[src/rtl/decodificador_quadratura.sv]
// Quadrature decoder: synchronizes and glitch-filters encoder phases A/B and
// emits one-cycle acrescer/decrescer pulses plus a sticky illegal-transition flag.
module decodificador_quadratura #(
    parameter int unsigned FILTRO = 4
) (
    input  logic clk,
    input  logic rst,
    input  logic canal_a,
    input  logic canal_b,
    input  logic habilitar,
    input  logic limpar_erro,
    output logic acrescer,
    output logic decrescer,
    output logic erro
);

    localparam int unsigned CNT_W      = $clog2(FILTRO + 1);
    localparam int unsigned ASSENTAR_W = $clog2(FILTRO + 2);
    localparam int unsigned N_CANAIS   = 2;

    localparam logic [CNT_W-1:0]      CNT_LIMITE   = CNT_W'(FILTRO - 1);
    localparam logic [ASSENTAR_W-1:0] ASSENTAR_FIM = ASSENTAR_W'(FILTRO + 1);

    typedef enum logic {
        INICIAL = 1'b0,
        ATIVO   = 1'b1
    } estado_t;

    estado_t               estado;
    logic [1:0]            sinc [N_CANAIS];
    logic [CNT_W-1:0]      cnt  [N_CANAIS];
    logic [N_CANAIS-1:0]   filt;
    logic [N_CANAIS-1:0]   prev;
    logic [ASSENTAR_W-1:0] assentar;

    logic [N_CANAIS-1:0] sinc_s;
    logic                passo_fwd;
    logic                passo_rev;
    logic                passo_ilegal;

    // Index 1 is phase A, index 0 is phase B, so filt reads as {A,B}.
    always_comb begin
        sinc_s = {sinc[1][1], sinc[0][1]};
    end

    // Classify the filtered step from prev to filt.
    always_comb begin
        passo_fwd    = 1'b0;
        passo_rev    = 1'b0;
        passo_ilegal = 1'b0;
        case ({prev, filt})
            4'b0001, 4'b0111, 4'b1110, 4'b1000: passo_fwd    = 1'b1;
            4'b0010, 4'b1011, 4'b1101, 4'b0100: passo_rev    = 1'b1;
            4'b0011, 4'b1100, 4'b0110, 4'b1001: passo_ilegal = 1'b1;
            default: ;
        endcase
    end

    always_ff @(posedge clk) begin
        if (rst) begin
            estado    <= INICIAL;
            filt      <= '0;
            prev      <= '0;
            assentar  <= '0;
            acrescer  <= 1'b0;
            decrescer <= 1'b0;
            erro      <= 1'b0;
            for (int i = 0; i < int'(N_CANAIS); i++) begin
                sinc[i] <= '0;
                cnt[i]  <= '0;
            end
        end else begin
            sinc[1] <= {sinc[1][0], canal_a};
            sinc[0] <= {sinc[0][0], canal_b};

            case (estado)
                INICIAL: begin
                    // Track inputs directly so ATIVO starts with prev == filt.
                    filt      <= sinc_s;
                    prev      <= sinc_s;
                    acrescer  <= 1'b0;
                    decrescer <= 1'b0;
                    for (int i = 0; i < int'(N_CANAIS); i++) begin
                        cnt[i] <= '0;
                    end
                    if (assentar == ASSENTAR_FIM) begin
                        assentar <= '0;
                        estado   <= ATIVO;
                    end else begin
                        assentar <= assentar + ASSENTAR_W'(1);
                    end
                end

                ATIVO: begin
                    for (int i = 0; i < int'(N_CANAIS); i++) begin
                        if (sinc_s[i] == filt[i]) begin
                            cnt[i] <= '0;
                        end else if (cnt[i] == CNT_LIMITE) begin
                            filt[i] <= sinc_s[i];
                            cnt[i]  <= '0;
                        end else begin
                            cnt[i] <= cnt[i] + CNT_W'(1);
                        end
                    end
                    // prev keeps tracking while disabled, so re-enabling is not retroactive.
                    prev      <= filt;
                    acrescer  <= habilitar & passo_fwd;
                    decrescer <= habilitar & passo_rev;
                    if (habilitar && passo_ilegal) begin
                        erro <= 1'b1;
                    end else if (limpar_erro) begin
                        erro <= 1'b0;
                    end
                end

                default: begin
                    estado <= INICIAL;
                end
            endcase

            if (estado == INICIAL && limpar_erro) begin
                erro <= 1'b0;
            end
        end
    end

endmodule

[config.mk]
export PLATFORM = sky130hd
export DESIGN_NAME = decodificador_quadratura
export DESIGN_NICKNAME = d
export VERILOG_FILES = /design/src/rtl/decodificador_quadratura.sv
export SDC_FILE = /design/constraint.sdc
export NUM_CORES = 1
export LEC_CHECK = 0
export BUFFER_PORTS_ARGS = -buffer_cell sky130_fd_sc_hd__buf_2
export CORE_ASPECT_RATIO = 1.1
export CORE_UTILIZATION = 55
export CTS_CLUSTER_SIZE = 14
export DETAILED_ROUTE_END_ITERATION = 8
export PLACE_DENSITY_LB_ADDON = 0.12
export SLEW_MARGIN = 30
export SYNTH_ARGS = -nofsm -noshare
export SYNTH_HDL_FRONTEND = slang
export SYNTH_SLANG_ARGS = --single-unit
[constraint.sdc]
create_clock -name clk -period 1.7 [get_ports clk]
set_input_delay 0.255 -clock clk [delete_from_list [all_inputs] [get_ports clk]]
set_output_delay 0.255 -clock clk [all_outputs]
set_load 0.02 [all_outputs]
After elaboration in Yosys (flattened, before gate mapping)
Memory sizes are Yosys's and may differ from the RTL's.
Index checks and enable logic that the tools add are counted.
{"block": "word_totals", "ff_bits": 11, "ram_bits": 10, "input_bits": 6, "elab_cells": 117, "memories": 2}
{"block": "op_classes", "n_addsub": 3, "eq_ne": 21, "n_mux": 60, "n_bitwise": 13, "n_reduce_logical": 10}
{"memory": "cnt", "words": 2, "width": 3, "read_ports": 2, "rd_ports_with_merged_regs": 0, "wr": 2, "line": "31", "text": "logic [CNT_W-1:0] cnt [N_CANAIS];"}
{"memory": "sinc", "words": 2, "width": 2, "read_ports": 2, "rd_ports_with_merged_regs": 0, "wr": 2, "line": "30", "text": "logic [1:0] sinc [N_CANAIS];"}
{"operator": "$mux W1", "n": 45}
{"operator": "$mux W3", "n": 9}
{"operator": "$eq A4 B4 Y1 const B", "n": 6}
{"operator": "$eq A4 B3 Y1 const B", "n": 3}
{"operator": "$reduce_or A4 Y1", "n": 3}
{"operator": "$or A1 B1 Y1", "n": 10}
{"operator": "$add A3 B1 Y3 const B", "n": 3}
{"operator": "$eq A4 B2 Y1 const B", "n": 2}
{"operator": "$pmux W2 S2", "n": 2}
{"operator": "$eq A3 B2 Y1 const B", "n": 2}
{"operator": "$reduce_and A2 Y1", "n": 3}
{"operator": "$eq A4 B1 Y1 const B", "n": 1}
{"operator": "$mux W2", "n": 2}
{"operator": "$ne A2 B1 Y1 const B", "n": 2}
{"operator": "$ne A2 B2 Y1 const B", "n": 2}
{"operator": "$pmux W1 S2", "n": 2}
{"operator": "$eq A3 B3 Y1 const B", "n": 1}
{"operator": "$and A1 B1 Y1", "n": 2}
{"operator": "$eq A1 B1 Y1", "n": 2}
{"operator": "$logic_and A1 B1 Y1", "n": 2}
{"operator": "$reduce_bool A2 Y1", "n": 1}
{"operator": "$reduce_or A2 Y1", "n": 1}
{"operator": "$not A1 Y1", "n": 1}

Longest topological paths before layout
Gate-level depths: netlist of run 1.
{"block": "logic_depth", "ltp_word": 8, "mapped_depth": 5}

Least setup slack after synthesis of run 1
No wires, ideal clock.
{"block": "synth_timing", "path_kind": "register -> register", "from": "mem cnt[0][0] (netlist name)", "to": "mem cnt[0][0] (netlist name) (data pin)", "setup_ps": 136, "arrival_ps": 1239, "t_required_ps": 1564, "setup_slack_ps": 325, "stages_incl_launch_ff": 5, "n_path_buf": 0, "period_less_slack_ps": 1375, "path_cell_list": "edfxtp_1 > ha_1 > ha_1 > or3_4 > nor2_2"}
{"item": "start, declared", "line": "31"}

==> metrics.md, run 1 <==
| Metric | Value |
|---|---|
| Status | finished clean |
| Yosys cell types | 21 |
| Crit path kind | flop to flop |
| Layout cells sized above 1 | a little over a fifth |
| Net Switching | 179 uW |
| Switching share of power | a little over a fifth |
| Clock latency on the worst-skew pair | between 0.2 and 0.3 ns |
| Total die area | roughly 1800 sq um |
| Hold Path Class | input port to flop |
| Number of H-tree levels | 1 |
| Initial Utilization | about three fifths |
| Worst Setup SP | cnt[1][0] |
| Part of the Yosys area used for sequential elements | 52.7% |
| Clock-pin slew on the worst setup and hold paths | about 0.11 ns |
| Post-synthesis mux area share | between 6 and 7% |
| Wire per inst | between 9 and 10 microns |
| Dpl hpwl | a little under 800 microns |
| Largest family of logic cells by synthesized area | simple AND/OR/NAND/NOR gates |
| CTS root buf | clkbuf_4 |
| CTS tree | yes |
| Core ar. | 1560 sq um |
| FILL cells | approximately 120 |
| Compound-Gate Fraction of Synth Area | approximately 1.5% |
| Worst reg2reg setup slack | 0.23 ns |
| Simple-Gate Fraction of Synth Area | 21.2% |
| Vias in the first global route | roughly 470 |
| Final min period | between 1 and 1.5 ns |
| Final Hold Viols | 0 |
| Reg-to-Reg Start | cnt[1][0] |
| Type of destination of the critical path | flop |
| Synth Area in XOR/XNOR | around 5.8% |
| Maximum clock path buffer count | 2 |
| Std cell rows | 15 |
| Leak | ~0.42 nW |
| Routability cong. | 0.638 |
| GRT Overall Usage | ~15% |
| Largest net degree at the start of global routing | 16 |
| Max-slew violations | 0 |
| Post-synth ARST share | 0% |
| Hold path depth | 2 |
| Post-synth EDFFs | 6 |
| Post-synthesis instance area | slightly above 900 sq um |
| Hold WS | 0.163 ns |
| Adder-cell share of the synthesized area | 5.49% |
| WL final | approximately 1.0 mm |
| Total of max-cap violations | 0 |
| Max IR drop VDD | approximately 0.50 mV |
| Setup Fix Bufs, Post-CTS | 0 |
| Unrepaired setup endpoints after global routing | no |
| Hold path start | canal_a |
| Remaining Overflow, GRT | 0 |
| Post-CTS Hold Fix Bufs | 0 |
| Vias post-DR | about 510 |
| Syn-to-layout area delta | 7.42% |
| DR vias/cell | between 4 and 5 |
| Setup Skew | approximately 0.0054 ns |
| Cells on worst reg2reg path | 4 |
| Flop pwr share | between 60% and 70% |
| Final Cycle Share | 86.2% |
| Critical path startpoint category | flop |
| DR iter-0 viols | 0 |
| Fmax | roughly 680 MHz |
| Part of the power in combinational logic | ~6.7% |
| Total CTS buffers | 3 |
| Pwr/cell area | roughly 850 nW/um^2 |
| DP Worst Slack | around 0.26 ns |
| First-pass GRT wire length | between 1.5 and 2 mm |
| Initial antenna violation count | 0 |
| Setup total negative slack | 0 ns |
| Die Y-Extent | around 45 microns |
| FF-to-FF End | cnt[1][1] |
| Final antenna-violating net count | 0 |
| Synth Flop Type | dfxtp_1 |
| Critical Path AT | 1.63 ns |
| Die X | 40.8 microns |
| DRC Markers | 0 |
| Gate Count Post-Synth | slightly above 80 |
| IO Count | 9 |
| Drt pass-1 iters | 1 |
| Yosys reg bits | 21 |
| Final setup vio count | 0 |
| CTS resizes | 0 |
| Power Internal | around 650 uW |
| Synthesis Warnings | 0 |
| Hold worst-path end | sinc[0][2] |
| Mapped Avg Cell Area | roughly 11 sq um |
| Final nets | 106 |
| Clock Power Share | 27.6% |
| Ant diodes | 0 |
| Worst EP required | approximately 1.9 ns |
| CTS Sinks | 21 |
| Setup ws final | between 0.2 and 0.25 ns |
| PortBufs | 8 |
| Max Fanout on Critical Path | 3 |
[stage by stage]
stage / total power [mW] / util (%) / instance area, sq um / cells
floorplan: 0.604 / - / 930 / 87
global placement: 0.612 / 61.1 / 952 / 108
detailed placement: 0.614 / 61.1 / 952 / 108
CTS: 0.841 / 62.8 / 978 / 112
global route: 0.870 / 62.8 / 978 / 112
finish: 0.831 / 62.8 / 978 / 112
[kinds of logic after synthesis]
family	Yosys count
compound gates	2
simple gates	33
mux	6
buf+inv	9
other cells	1
flops	21
fa+ha+maj	4
xor+xnor	6
[cells in the mapped netlist, types with 3 or more instances]
cell type	instances	share of area, %
mux2i_1	6	6.6
dfxtp_1	15	33
inv_1	5	2.1
nor2b_1	7	4.8
xnor2_1	5	4.8
edfxtp_1	6	20
ha_1	4	5.5
buf_6	3	3.7
nor2_1	10	4.1
nor2_2	6	4.1
[cell type report]
| class | instances | area, sq um | share of cell area (%) |
|---|---|---|---|
| multi-input cells | 57 | 392 | 40.0 |
| clock buffers | 4 | 26.3 | 2.69 |
| well taps | 17 | 21.3 | 2.17 |
| repair buffers | 8 | 40.0 | 4.09 |
| inverters | 5 | 18.8 | 1.92 |
| flip-flops and latches | 21 | 480 | 49.1 |
[worst max-delay path, cell delays in order, from the launching register on]
cell      delay (ns)
edfxtp_1        0.42
ha_1            0.22
ha_1            0.19
or3_4           0.41
nor2_2          0.09
[power by group through the flow]
| stage | Sequential (mW) | Combinational, mW | Clock (mW) |
|---|---|---|---|
| floorplan | 0.553 | 0.0512 | 0 |
| detailed placement | 0.558 | 0.0552 | 0 |
| CTS | 0.547 | 0.0555 | 0.238 |
| global route | 0.550 | 0.0652 | 0.254 |
| global placement | 0.558 | 0.0546 | 0 |
| finish | 0.546 | 0.0554 | 0.230 |
[how the worst max path moves through the flow]
stage / slack [ns] / depth (start not counted) / end
floorplan: 0.32 / 4 / cnt[0][0]
global placement: 0.26 / 4 / cnt[0][0]
detailed placement: 0.26 / 4 / cnt[1][1]
CTS: 0.23 / 4 / cnt[1][1]
global route: 0.16 / 4 / cnt[0][2]
finish: 0.23 / 4 / cnt[1][1]
[layer usage]
layer,GRT usage (%),share of wire (%),vias up
li1,-,-,282
met1,18.6,52,218
met2,22.5,42,9
met3,3.02,2.8,4
met4,12.0,3.1,0
met5,0,0,-
[registers in the layout (all words and copies together) (netlist names)]
register / count
filt: 2
decrescer: 1
cnt: 6
assentar: 3
erro: 1
prev: 2
estado: 1
acrescer: 1
sinc: 4
[layout by cell type (no fill, tap or decap), types with 3 or more instances in the layout]
cell,synthesis,final
nor2b_1,7,7
nor2_1,10,10
conb_1,1,6
inv_1,5,5
clkbuf_4,0,3
xnor2_1,5,5
mux2i_1,6,6
buf_2,1,8
ha_1,4,4
edfxtp_1,6,6
nor2_2,6,6
dfxtp_1,15,15
Note: power is estimated with default switching activity, not from simulation.
==> run 2: changes to the inputs <==
--- a/config.mk
+++ b/config.mk
@@ -7,7 +7,7 @@
 export LEC_CHECK = 0
 export BUFFER_PORTS_ARGS = -buffer_cell sky130_fd_sc_hd__buf_2
 export CORE_ASPECT_RATIO = 1.1
-export CORE_UTILIZATION = 55
+export CORE_UTILIZATION = 59
 export CTS_CLUSTER_SIZE = 14
 export DETAILED_ROUTE_END_ITERATION = 8
 export PLACE_DENSITY_LB_ADDON = 0.12
==> constraint.sdc (replaced) <==
create_clock -name clk -period 1.9 [get_ports clk]
set_input_delay 0.285 -clock clk [delete_from_list [all_inputs] [get_ports clk]]
set_output_delay 0.285 -clock clk [all_outputs]
set_load 0.02 [all_outputs]
==> metrics.md, run 2 (synthesis results as in run 1) <==
| Metric | Value |
|---|---|
| WL final | 1.12 mm |
| Reg with most FFs | cnt |
| Ant diodes | 0 |
| Max FFs per register | 6 |
| Die X | 39.5 microns |
| Setup total negative slack | 0 ns |
| Routability cong. | ~0.64 |
| GRT Overall Usage | roughly 17% |
| Core ar. | about 1400 sq um |
| Clock Power Share | between 20% and 30% |
| Part of the power in combinational logic | 6.6% |
| Max-slew violations | 0 |
| DRC Markers | 0 |
| Initial antenna violation count | 0 |
| PortBufs | 8 |
| CTS root buf | clkbuf_4 |
| DR vias/cell | between 4 and 5 |
| Setup Fix Bufs, Post-CTS | 0 |
| Initial Utilization | between 60% and 70% |
| Vias in the first global route | roughly 530 |
| Final Hold Viols | 0 |
| Status | finished clean |
| Total die area | between 1500 and 2000 sq um |
| Hold Path Class | input port to flop |
| Flop pwr share | about two thirds |
| CTS tree | yes |
| Setup Skew | 0.00230 ns |
| Largest net degree at the start of global routing | 16 |
| Power Internal | about 580 uW |
| Die Y-Extent | ~43 microns |
| Post-CTS Hold Fix Bufs | 0 |
| Clock latency on the worst-skew pair | 0.30 ns |
| Leak | between 0.4 and 0.5 nW |
| Fmax | between 600 and 700 MHz |
| DR top layer | met4 |
| Final setup vio count | 0 |
| Maximum clock path buffer count | 2 |
| Total CTS buffers | 3 |
| Type of destination of the critical path | flop |
| Final antenna-violating net count | 0 |
| Clock-pin slew on the worst setup and hold paths | 0.11 ns |
| Final Cycle Share | ~77% |
| Met2 WL | roughly 570 microns |
| Finished Cell Area | 977 sq um |
| Met3 routed WL | 36 microns |
| Vias post-DR | 529 |
| FILL cells | 119 |
| Syn-to-layout area delta | 7.28% |
| First-pass GRT wire length | ~2.0 mm |
| Max IR drop VDD | between 0.5 and 0.6 mV |
| Biggest regs | cnt (6), sinc (4), assentar (3) |
| Placed standard-cell area | about 950 sq um |
| Total of max-cap violations | 0 |
| Std cell rows | 14 |
| WL met1 | between 500 and 600 microns |
| Commonest non-fill, non-tap cell in the layout | dfxtp_1 |
| DR iter-0 viols | 3 |
| Remaining Overflow, GRT | 0 |
| Crit path kind | flop to flop |
| CTS Sinks | 21 |
| Final nets | 106 |
| Dpl hpwl | between 800 and 900 microns |
| Most frequent cells in the layout | 15 x dfxtp_1, 10 x nor2_1, 8 x buf_2 |
| Critical path startpoint category | flop |
| Wire per inst | around 10 microns |
| Net Switching | 166 uW |
| Unrepaired setup endpoints after global routing | no |
| Worst EP required | around 2.1 ns |
| Layout cells sized above 1 | between 20% and 30% |
| Number of H-tree levels | 1 |
| Pwr/cell area | 767 nW/um^2 |
| IO Count | 9 |
| CTS resizes | 0 |
| Max Fanout on Critical Path | 3 |
| Critical Path AT | roughly 1.6 ns |
| Drt pass-1 iters | 2 |
| Switching share of power | ~22% |
| Final min period | roughly 1.5 ns |
[run 2: cell counts in the layout (fill, tap and decap cells not counted)]
No cell type changed its count.
[run 2: path summary, 6_finish.rpt]
check	from	endpoint	slack, ns	cells after the start
min reg2reg	sinc[0][2]	sinc[0][3]	0.45	1
min	canal_b	sinc[0][0]	0.18	2
max reg2reg	cnt[0][0]	cnt[0][1]	0.43	4
max	cnt[0][0]	cnt[0][1]	0.43	4
[run 2: area by class of cell]
| class | instances | area [sq um] | area share (%) |
|---|---|---|---|
| Tap cell | 16 | 20.0 | 2.05 |
| Timing Repair Buffer | 8 | 40.0 | 4.10 |
| Multi-Input combinational cell | 57 | 392 | 40.1 |
| Clock buffer | 4 | 26.3 | 2.69 |
| Inverter | 5 | 18.8 | 1.92 |
| Sequential cell | 21 | 480 | 49.2 |
[run 2: metrics by stage]
| stage | power (mW) | setup slack (ns) | std cells | hold slack (ns) | util (%) |
|---|---|---|---|---|---|
| 4_1_cts | 0.757 | 0.421 | 111 | 0.176 | 69.7 |
| 6_report | 0.750 | 0.431 | 111 | 0.181 | 69.7 |
| 3_5_place_dp | 0.550 | 0.446 | 107 | 0.429 | 67.9 |
| 5_1_grt | 0.782 | 0.362 | 111 | 0.204 | 69.7 |
| 3_3_place_gp | 0.548 | 0.467 | 107 | 0.417 | 67.9 |
| 2_1_floorplan | 0.540 | 0.525 | 87 | 0.357 | - |
[run 2: worst max-delay path: stages, from the launching register on]
cell and delay [ns]:
edfxtp_1 0.43, ha_1 0.22, ha_1 0.19, or3_4 0.41, nor2_2 0.09
[run 2: metal layers]
layer	GRT usage, %	vias to the layer above
li1	-	283
met1	18.7	235
met2	29.2	8
met3	4.71	3
met4	8.28	0
met5	0	-
[run 2: power groups by stage]
stage                     Sequential [mW]  Combinational, mW  Clock (mW)
after floorplan                     0.495             0.0458           0
after global placement              0.499             0.0484           0
after detailed placement            0.500             0.0502           0
after CTS                           0.490             0.0503       0.217
after global routing                0.493             0.0570       0.232
final                               0.489             0.0495       0.211
==> run 3: changes to the inputs <==
--- a/config.mk
+++ b/config.mk
@@ -7,7 +7,7 @@
 export LEC_CHECK = 0
 export BUFFER_PORTS_ARGS = -buffer_cell sky130_fd_sc_hd__buf_2
 export CORE_ASPECT_RATIO = 1.1
-export CORE_UTILIZATION = 59
+export CORE_UTILIZATION = 55
 export CTS_CLUSTER_SIZE = 14
 export DETAILED_ROUTE_END_ITERATION = 8
 export PLACE_DENSITY_LB_ADDON = 0.12
==> constraint.sdc (replaced) <==
create_clock -name clk -period 1.4 [get_ports clk]
set_input_delay 0.21 -clock clk [delete_from_list [all_inputs] [get_ports clk]]
set_output_delay 0.21 -clock clk [all_outputs]
set_load 0.02 [all_outputs]
==> metrics.md, run 3 (synthesis results as in run 1) <==
| Metric | Value |
|---|---|
| Final setup vio count | 0 |
| DR iter-0 viols | 13 |
| IO Count | 9 |
| Dpl hpwl | approximately 910 microns |
| Unrepaired setup endpoints after global routing | yes |
| Setup total negative slack | 0 ns |
| Final antenna-violating net count | 0 |
| Initial Utilization | between 50 and 60% |
| Net Switching | 236 uW |
| Status | finished clean |
| Max FFs per register | 6 |
| DP Worst Slack | -0.0365 ns |
| DR vias/cell | ~4.8 |
| Critical Path AT | roughly 1.6 ns |
| CTS root buf | clkbuf_4 |
| DRC Markers | 0 |
| Max Fanout on Critical Path | 3 |
| Total CTS buffers | 3 |
| Max-slew violations | 0 |
| Syn-to-layout area delta | 17.3% |
| Die X | between 40 and 50 microns |
| Finished Cell Area | roughly 1100 sq um |
| Setup ws final | between 0.009 and 0.01 ns |
| Drt pass-1 iters | 4 |
| Vias post-DR | ~570 |
| CTS Sinks | 21 |
| Leak | 0.449 nW |
| Clock Power Share | about 28% |
| Largest net degree at the start of global routing | 15 |
| Clock-pin slew on the worst setup and hold paths | roughly 0.12 ns |
| Layout cells sized above 1 | a little under a third |
| CP peak stage delay | between 0.4 and 0.5 ns |
| Maximum clock path buffer count | 2 |
| Placed standard-cell area | 990 sq um |
| Slowest stage cell, crit path | edfxtp_1 |
| Biggest regs | cnt (6), sinc (4), assentar (3) |
| Worst EP required | ~1.6 ns |
| Remaining Overflow, GRT | 0 |
| Flop pwr share | approximately 64% |
| Type of destination of the critical path | flop |
| Number of H-tree levels | 1 |
| Critical path startpoint category | flop |
| Final min period | around 1.4 ns |
| Final Hold Viols | 0 |
| Utilization after layout | between 60% and 70% |
| Reg with most FFs | cnt |
| Fmax | a little over 700 MHz |
| WL final | 1.22 mm |
| GRT Overall Usage | between 10% and 20% |
| Ant diodes | 0 |
| Hold Path Class | input port to flop |
| Wire per inst | ~10 microns |
| Core ar. | around 1600 sq um |
| Commonest non-fill, non-tap cell in the layout | dfxtp_1 |
| Vias in the first global route | 538 |
| Worst-path cell chain | ha_2 -> ha_4 -> or3_4 -> nor2_4 |
| First-pass GRT wire length | 1.99 mm |
| CTS tree | yes |
| Crit path kind | flop to flop |
| PortBufs | 8 |
| Clock latency on the worst-skew pair | around 0.30 ns |
| Final Cycle Share | around 99% |
| Die Y-Extent | roughly 45 microns |
| Final nets | between 100 and 150 |
| Max IR drop VDD | about 0.59 mV |
| Power Internal | 803 uW |
| Pwr/cell area | roughly 1000 nW/um^2 |
| Routability cong. | approximately 0.68 |
| Post-CTS Hold Fix Bufs | 0 |
| Most frequent cells in the layout | 15 x dfxtp_1, 10 x nor2_1, 8 x buf_2 |
| Worst reg2reg setup slack | approximately 0.0097 ns |
| Initial antenna violation count | 0 |
| Switching share of power | a little under a quarter |
| Std cell rows | 15 |
| Total die area | about 1800 sq um |
| Setup Skew | between 0.01 and 0.015 ns |
| Total Power | 1.04 mW |
| Part of the power in combinational logic | under 10% |
| Total of max-cap violations | 0 |
-- run 3: changes by cell type in the layout (fill, tap and decap cells not counted), sizes merged --
cell / before / now
buf: 8 / 15
inv: 5 / 6
clkbuf: 4 / 3
-- run 3: repair_timing --
action / 4_1_cts / 5_1_grt
gates resized for setup: 6 / 1
endpoints found under the setup margin: 6 / 6
pin swaps: 5 / 1
endpoints found under the hold margin: 0 / 0
buffers inserted: 1 / 1
-- run 3: path summary, 6_finish.rpt --
| path | endpoint | startpoint | cells after the start |
|---|---|---|---|
| setup / recovery | cnt[0][1] | cnt[0][0] | 4 |
| hold / removal | sinc[0][0] | canal_b | 2 |
| setup reg to reg | cnt[0][1] | cnt[0][0] | 4 |
| hold reg to reg | sinc[0][3] | sinc[0][2] | 1 |
-- run 3: final cells by class --
class | count | area (sq um)
clock buffer | 3 | 22.5
clock inverter | 1 | 6.26
fill | 126 | 489
inverter | 5 | 18.8
multi-input combinational | 57 | 427
sequential | 21 | 480
tap | 17 | 21.3
timing repair buffer | 15 | 92.6
-- run 3: per-layer routing --
| layer | share of wire [%] | vias up | GRT usage [%] |
|---|---|---|---|
| li1 | - | 296 | - |
| met1 | 45 | 260 | 17.4 |
| met2 | 50 | 11 | 28.7 |
| met3 | 3.2 | 2 | 4.52 |
| met4 | 1.1 | 0 | 6.00 |
| met5 | 0 | - | 0 |
-- run 3: power groups by stage --
stage | logic [mW] | clock network (mW) | registers, mW
5_1_grt | 0.0967 | 0.323 | 0.666
4_1_cts | 0.0826 | 0.303 | 0.663
2_1_floorplan | 0.0622 | 0 | 0.671
3_3_place_gp | 0.0754 | 0 | 0.675
3_5_place_dp | 0.0764 | 0 | 0.676
6_report | 0.0848 | 0.292 | 0.663
-- run 3: through the flow --
| stage | hold slack (ns) | std cells |
|---|---|---|
| after detailed placement | 0.433 | 113 |
| final | 0.110 | 119 |
| after CTS | 0.110 | 118 |
| after floorplan | 0.282 | 87 |
| after global placement | 0.420 | 113 |
| after global routing | 0.112 | 119 |
-- run 3: worst max-delay path: cells and delay by family (launching register included) --
family                   cells  cell delay (ns)
adder cells (fa/ha/maj)      2             0.35
flip-flops                   1             0.42
AND/OR/NAND/NOR              2             0.50
